File: src/rtl/shift_reg_arbiter.sv
// Round-robin arbiter/sequencer sharing one external shift register between two requesters.
// A granted job is loaded, shifted for its requested count, then returned with the requester ID.
module shift_reg_arbiter #(
  parameter int unsigned WIDTH = 8,
  parameter int unsigned CNT_W = 4
) (
  input  logic             clk,
  input  logic             rst,
  input  logic             req0_valid,
  input  logic [WIDTH-1:0] req0_data,
  input  logic [CNT_W-1:0] req0_cycles,
  output logic             req0_ready,
  input  logic             req1_valid,
  input  logic [WIDTH-1:0] req1_data,
  input  logic [CNT_W-1:0] req1_cycles,
  output logic             req1_ready,
  output logic             sr_load,
  output logic [WIDTH-1:0] sr_load_value,
  input  logic [WIDTH-1:0] sr_po,
  output logic             rsp_valid,
  output logic             rsp_id,
  output logic [WIDTH-1:0] rsp_data,
  input  logic             rsp_ready,
  output logic             busy
);

  typedef enum logic [1:0] {StIdle, StLoad, StShift, StResp} state_e;

  state_e           state_q, state_d;
  logic             last_q, last_d;
  logic             id_q, id_d;
  logic [WIDTH-1:0] data_q, data_d;
  logic [WIDTH-1:0] rsp_data_q, rsp_data_d;
  logic [CNT_W-1:0] cycles_q, cycles_d;
  logic [CNT_W-1:0] cnt_q, cnt_d;
  logic             grant0, grant1;

  // On contention the requester not served last wins; last_q=1 favours requester 0.
  assign grant0 = req0_valid && (!req1_valid || last_q);
  assign grant1 = req1_valid && (!req0_valid || !last_q);

  always_comb begin
    state_d    = state_q;
    last_d     = last_q;
    id_d       = id_q;
    data_d     = data_q;
    rsp_data_d = rsp_data_q;
    cycles_d   = cycles_q;
    cnt_d      = cnt_q;
    req0_ready = 1'b0;
    req1_ready = 1'b0;
    sr_load    = 1'b0;
    unique case (state_q)
      StIdle: begin
        req0_ready = grant0;
        req1_ready = grant1;
        if (grant0) begin
          data_d   = req0_data;
          cycles_d = req0_cycles;
          id_d     = 1'b0;
          state_d  = StLoad;
        end else if (grant1) begin
          data_d   = req1_data;
          cycles_d = req1_cycles;
          id_d     = 1'b1;
          state_d  = StLoad;
        end
      end
      StLoad: begin
        sr_load = 1'b1;
        cnt_d   = '0;
        state_d = StShift;
      end
      StShift: begin
        // po has shifted cnt_q times at this point, so capture when cnt_q reaches the count.
        if (cnt_q == cycles_q) begin
          rsp_data_d = sr_po;
          state_d    = StResp;
        end else begin
          cnt_d = cnt_q + CNT_W'(1);
        end
      end
      StResp: begin
        if (rsp_ready) begin
          last_d  = id_q;
          state_d = StIdle;
        end
      end
      default: state_d = StIdle;
    endcase
  end

  always_ff @(posedge clk or negedge rst) begin
    if (!rst) begin
      state_q    <= StIdle;
      last_q     <= 1'b1;
      id_q       <= 1'b0;
      data_q     <= '0;
      rsp_data_q <= '0;
      cycles_q   <= '0;
      cnt_q      <= '0;
    end else begin
      state_q    <= state_d;
      last_q     <= last_d;
      id_q       <= id_d;
      data_q     <= data_d;
      rsp_data_q <= rsp_data_d;
      cycles_q   <= cycles_d;
      cnt_q      <= cnt_d;
    end
  end

  assign sr_load_value = data_q;
  assign rsp_valid     = (state_q == StResp);
  assign rsp_id        = id_q;
  assign rsp_data      = rsp_data_q;
  assign busy          = (state_q != StIdle);

endmodule

File: config.mk
export PLATFORM = sky130hd
export DESIGN_NAME = shift_reg_arbiter
export DESIGN_NICKNAME = d
export VERILOG_FILES = /design/src/rtl/shift_reg_arbiter.sv
export SDC_FILE = /design/constraint.sdc
export NUM_CORES = 1
export LEC_CHECK = 0
export BUFFER_PORTS_ARGS = -buffer_cell sky130_fd_sc_hd__buf_2
export CAP_MARGIN = 0
export CORE_ASPECT_RATIO = 0.5
export CORE_MARGIN = 5
export CORE_UTILIZATION = 47
export CTS_CLUSTER_DIAMETER = 120
export DETAILED_ROUTE_END_ITERATION = 16
export GPL_ROUTABILITY_DRIVEN = 0
export MAX_ROUTING_LAYER = met4
export PLACE_DENSITY = 0.89
export SLEW_MARGIN = 20
export SYNTH_ARGS = -nofsm -noshare
export SYNTH_HDL_FRONTEND = slang
export SYNTH_SLANG_ARGS = --single-unit
File: constraint.sdc
create_clock -name clk -period 2.1 [get_ports clk]
set_input_delay 0.105 -clock clk [delete_from_list [all_inputs] [get_ports clk]]
set_output_delay 0.105 -clock clk [all_outputs]
set_load 0.01 [all_outputs]
# Word-level counts from Yosys, hierarchy flattened
# Index checks and enable logic that the tools add are counted.
# totals
word_cells,48
regBits,28
out_inout_bits,22
input_bits,37
# op_classes
n_reduce_logical,16
n_addsub,1
n_mux,16
eq_ne,8
# op_table
op,n
8-bit two-way mux,2
4-bit two-way mux,3
2-bit two-way mux,4
2-bit one-hot mux with 4 select lines,1
4-bit one-hot mux with 2 select lines,1
2-bit AND reduction,4
2-bit nonzero test,3
1-bit two-way mux,5
4-bit by 1-bit adder with 4-bit output (second input constant),1
2-bit equality test (second input constant),2
4-bit equality test,1
2-bit inequality test (second input constant),2
1-bit zero test,3
3-bit inequality test (second input constant),1
3-bit AND reduction,1
2-bit by 1-bit equality test with 1-bit output (second input constant),1
1-bit logical AND,2
2-bit zero test,1
1-bit logical OR,2
2-bit by 1-bit inequality test with 1-bit output (second input constant),1

# Longest topological paths before layout
# depth
ltp_word,6
depth_mapped,6
depth_no_buf,5

# Worst setup path before layout
# OpenSTA, ideal clock, no wires.
# synth_path
kind,reg-to-reg
start,register state_q[0]
end,register cnt_q[3]
t_required_ns,2.031
setup_ns,0.069
path_buffers,1
arrival_ns,1.733
slack_ns,0.298
synth_period_minus_slack_ns,1.802
path_stages_with_launch,7
cell_sequence,dfrtp_1 > inv_1 > ha_1 > clkbuf_1 > inv_1 > or4_2 > nand3_1
# synth_via
elab_chain_len,3
elab_cells_between_ends,6
classes_between,eq/ne (3); mux (1); reduce/logical (2)
# synth_lines
item,line,rtl
from (decl),29,"state_e state_q, state_d;"
from (signal assigned),95,state_q <= StIdle;
from (signal assigned),103,state_q <= state_d;
2-bit equality test / 2-bit by 1-bit equality test with 1-bit output (equally long branches),53,unique case (state_q)
2-bit inequality test (no source line) / 2-bit nonzero test (equally long branches),n/a,
2-bit AND reduction (no source line),n/a,
to (signal assigned),109,cnt_q <= cnt_d;
to (decl),35,"logic [CNT_W-1:0] cnt_q, cnt_d;"
# Several ways; a longest one is shown, not always the timed one.
# A chain may end at the register's enable or synchronous reset.

# Final worst setup path
# layout_path
start,register cnt_q[1]
end,register rsp_data_q[4] (netlist: rsp_data[4])
# layout_via
elab_chain_len,2
# layout_lines
item,line,rtl
4-bit equality test,76,if (cnt_q == cycles_q) begin
2-bit AND reduction (no source line),n/a,
to (signal assigned),107,rsp_data_q <= rsp_data_d;
to (decl),33,"logic [WIDTH-1:0] rsp_data_q, rsp_data_d;"
# No other way between the ends.

==> reports/metrics.sh <==
OUTCOME='finished, final reports clean'
AREA_GROWTH_PCT=30.2
STARTPOINT_TYPE='flop'
REG2REG_SETUP_SLACK_PS=220
CTS_BUFFERS=3
YS_TOP_CELLS_BY_COUNT='sky130_fd_sc_hd__dfrtp_1, sky130_fd_sc_hd__nand2_1, sky130_fd_sc_hd__o21ai_0, sky130_fd_sc_hd__mux2i_1, sky130_fd_sc_hd__mux2_2'
SYN-NUM-NETS=167
FINISH.NET_COUNT=229
FINALHOLDVIOLCOUNT=0
YOSYS-TOP-CELLS-AREA='sky130_fd_sc_hd__dfrtp_1, sky130_fd_sc_hd__mux2i_1, sky130_fd_sc_hd__mux2_2, sky130_fd_sc_hd__o21ai_0, sky130_fd_sc_hd__ha_1'
WORSTMARGINPINSLEW_PS=590
TOTAL_VIA_COUNT_AFTER_DETAILED_ROUTING=1153
DPL.CELL_COUNT=218
GRT.OVERFLOW.TOTAL=0
GRT_MAX_DEGREE=29
R2R_CELLS=4
FIRST_GLOBAL_VIAS=1197
GLOBAL_ROUTE_WIRE_LENGTH_BEFORE_REPAIR_MM=5.38
ROUTE.ANTENNA.REMAINING_NETS=0
YOSYS.AREA.TOP_TYPE_SHARE_PCT=49.0
REQUIRED_PS=2260
HOLD-PATH-ENDPOINT='rsp_data[5]$_DFFE_PN0P_'
RELSLEWSLACK_PCT=60.7
CLK-INSERTION-DELAY-LATE_PS=270
DRT-INITIAL-DRC-COUNT=42
POST-ROUTE-UTIL_PCT=66.5
HTREEDEPTH=1
INITIAL_CORE_UTILIZATION_PCT=51.1
SETUP-TNS-FINAL_PS=0
SYNTHDISTINCTLIBCELLS=25
POST_SYNTH_INSTANCE_AREA_MM2=0.00138
WORSTREG2REGEND='rsp_data[4]$_DFFE_PN0P_'
YOSYSWARNINGCOUNT=0
FINALINSTANCEAREA_MM2=0.00180
SLOWEST_STAGE='sky130_fd_sc_hd__nor4_4'
CTSLONGESTPATHBUFFERS=2
COREAREA_MM2=0.00270
HOLD-PATH-CELL-COUNT=2
WORST_IR_DROP_VDD_V=0.000678
CTS_POST_SETUP_BUFFERS_INSERTED=0
DOMINANTREGCELLSYNTH='sky130_fd_sc_hd__dfrtp_1'
GRT_SETUP_UNREPAIRED='false'
TIMING.CLOCK.SKEW_PS=6.00
GROUTE.USAGE.OVERALL_PCT=16.4
POWER_DENSITY_mW_PER_MM2=1470
MAX_STAGE_DELAY_PS=540
YS_FF_LATCH=28
SYNTH_TOP_CELL_BY_AREA='sky130_fd_sc_hd__dfrtp_1'
ANTENNA-DIODE-COUNT=0
PERIOD_NEEDED_PS=1880
NETLIST_INSTANCES=125
FINAL-INSTANCE-COUNT-EXCL-FILL=223
CRIT_PATH_END_KIND='flop'
HP-CLASS='input pin to flop'
CRITICAL_PATH.MAX_FANOUT=8
TOTAL_WIRE_LENGTH_MM=3.16
ANTENNA_FOUND_INITIAL=0
POST_ROUTE_CELLS_DRIVE_ABOVE_1_SHARE_PCT=42.5
POST_SYNTH.CELL_AREA_AVG_UM2=11.0
SYNTH.YOSYS.SEQ_AREA_SHARE_PCT=50.9
FINAL_MIN_PERIOD_OVER_CLOCK_PERIOD_PCT=89.3
TIMING.CRITICAL_PATH.CELLS='xor2_1, nor4_4, nand2_2, mux2_2'
CTS.SINKS=28
DRC=0
MOST_INSTANTIATED_LIBRARY_CELL_AFTER_SYNTHESIS='sky130_fd_sc_hd__dfrtp_1'
PIN_COUNT=59
SYNTH_EDF_COUNT=0
HPWLAFTERDP_MM=2.48
POST_DRT_VIA_CELL_RATIO=5.17
WORST_HOLD_SLACK_PS=62.5
CLOCK_TREE_FROM_TRITONCTS='built'
CTSROOTBUFFERMASTER='sky130_fd_sc_hd__clkbuf_8'
HOLD_PATH_STARTPOINT='sr_po[5]'
TIMING.FINAL.MAX_SLEW_VIOLATIONS=0
PLACE.PORT_BUFFERS=58
FILLER_CELL_COUNT=203
ROWS=13
DIE_AREA_MM2=0.00418
FINALSETUPVIOLATIONS=0
DIEWIDTH_UM=86.6
MAX_FREQ_GHz=0.533
POWER.LEAKAGE_uW=0.000945
CLK_PIN_SLEW_WORST_SETUP_HOLD_PATHS_PS=90
PLACEDINSTANCEAREA_MM2=0.00171
CRITICALPATHCATEGORY='flop to flop'
DIE-HEIGHT_UM=48.3
DRT-PASS1-ITER-COUNT=4
CRITICAL_PATH_ARRIVAL_PS=2030
R2R-START='cnt_q[1]$_DFFE_PN0P_'
MAX_CAP_VIOLS=0
ASYNC_RESET_FF_SHARE_PCT=100
WIRE_PER_INST_UM=14.1
[stage by stage]
| step | setup slack [ps] | power, uW |
|---|---|---|
| after floorplan | 298 | 1790 |
| after global placement | 350 | 2150 |
| after detailed placement | 249 | 2240 |
| after CTS | 233 | 2660 |
| after global routing | 112 | 2850 |
| final | 225 | 2640 |
[cells in the final DEF, fill, tap and decap left out, types with 2 or more instances in the layout]
cell and count:
sky130_fd_sc_hd__ha_1 5, sky130_fd_sc_hd__nand2_1 15, sky130_fd_sc_hd__a21oi_1 2, sky130_fd_sc_hd__nor3b_1 2, sky130_fd_sc_hd__buf_4 2, sky130_fd_sc_hd__inv_1 6, sky130_fd_sc_hd__buf_2 58, sky130_fd_sc_hd__o21ai_1 2
sky130_fd_sc_hd__a31oi_1 2, sky130_fd_sc_hd__mux2_2 10, sky130_fd_sc_hd__o21ai_0 14, sky130_fd_sc_hd__nand3_1 5, sky130_fd_sc_hd__nor2_1 2, sky130_fd_sc_hd__xor2_1 5, sky130_fd_sc_hd__or4_2 2, sky130_fd_sc_hd__clkbuf_8 3
sky130_fd_sc_hd__dfrtp_1 27, sky130_fd_sc_hd__mux2i_1 13, sky130_fd_sc_hd__o22ai_1 2
[registers in the layout, summed over array words and instances, names as in the netlist]
name	flops
sr_load_value	8
rsp_data	8
cnt_q	4
cycles_q	4
state_q	2
rsp_id	1
last_q	1
[report_power, final]
| group | internal (uW) | switching [uW] |
|---|---|---|
| combinational | 549 | 678 |
| clock | 255 | 157 |
| sequential | 815 | 185 |
| total | 1620 | 1020 |
[worst max path at each step]
stage	slack, ps	to	from	depth (start not counted)
after detailed placement	250	rsp_data[4]$_DFFE_PN0P_	cnt_q[1]$_DFFE_PN0P_	4
after global routing	110	cnt_q[3]$_DFFE_PN0P_	state_q[0]$_DFFE_PN0P_	5
after floorplan	300	cnt_q[3]$_DFFE_PN0P_	state_q[0]$_DFFE_PN0P_	6
after CTS	230	rsp_data[4]$_DFFE_PN0P_	cnt_q[1]$_DFFE_PN0P_	4
after global placement	350	cnt_q[3]$_DFFE_PN0P_	state_q[0]$_DFFE_PN0P_	5
final	220	rsp_data[4]$_DFFE_PN0P_	cnt_q[1]$_DFFE_PN0P_	4
[final cells by class]
cell class	instances	area, um^2	area share, %
clock buffer	3	41.3	2.30
clock inverter	1	30.0	1.67
inverter	6	22.5	1.25
multi-input combinational	87	638	35.5
sequential	28	702	39.1
tap	37	46.3	2.58
timing repair buffer	61	315	17.6
[cells by family (layout without fill, tap and decap cells)]
kind of cell	count (synthesis)	count (layout)	share of synthesized area, %
AOI/OAI and AO/OA	23	23	8.89
xor gates and xnor gates	5	5	3.18
adders and majority gates	5	5	4.54
buffers and inverters	10	71	2.81
DFF	28	28	50.9
muxes	23	23	17.6
and+or+nand+nor	31	31	12.1
[per-layer routing]
metal / up-vias / GRT usage, % / share of wire, %
met4: 0 / 5.70 / 2.4
li1: 556 / - / -
met3: 8 / 5.40 / 7.3
met5: - / - / 0
met2: 40 / 28.4 / 51
met1: 549 / 17.8 / 39
[worst max-delay path: cells and delay by family, from the launching register on]
kind                      cells  cell delay (ps)
and+or+nand+nor               2              790
DFF                           1              450
muxes                         1              330
xor gates and xnor gates      1              190
[repair_timing]
action	in CTS	in global routing
resized for setup	0	0
hold buffers	1	0
hold endpoints to repair	27	0
Power figures use the tool's default switching activity.
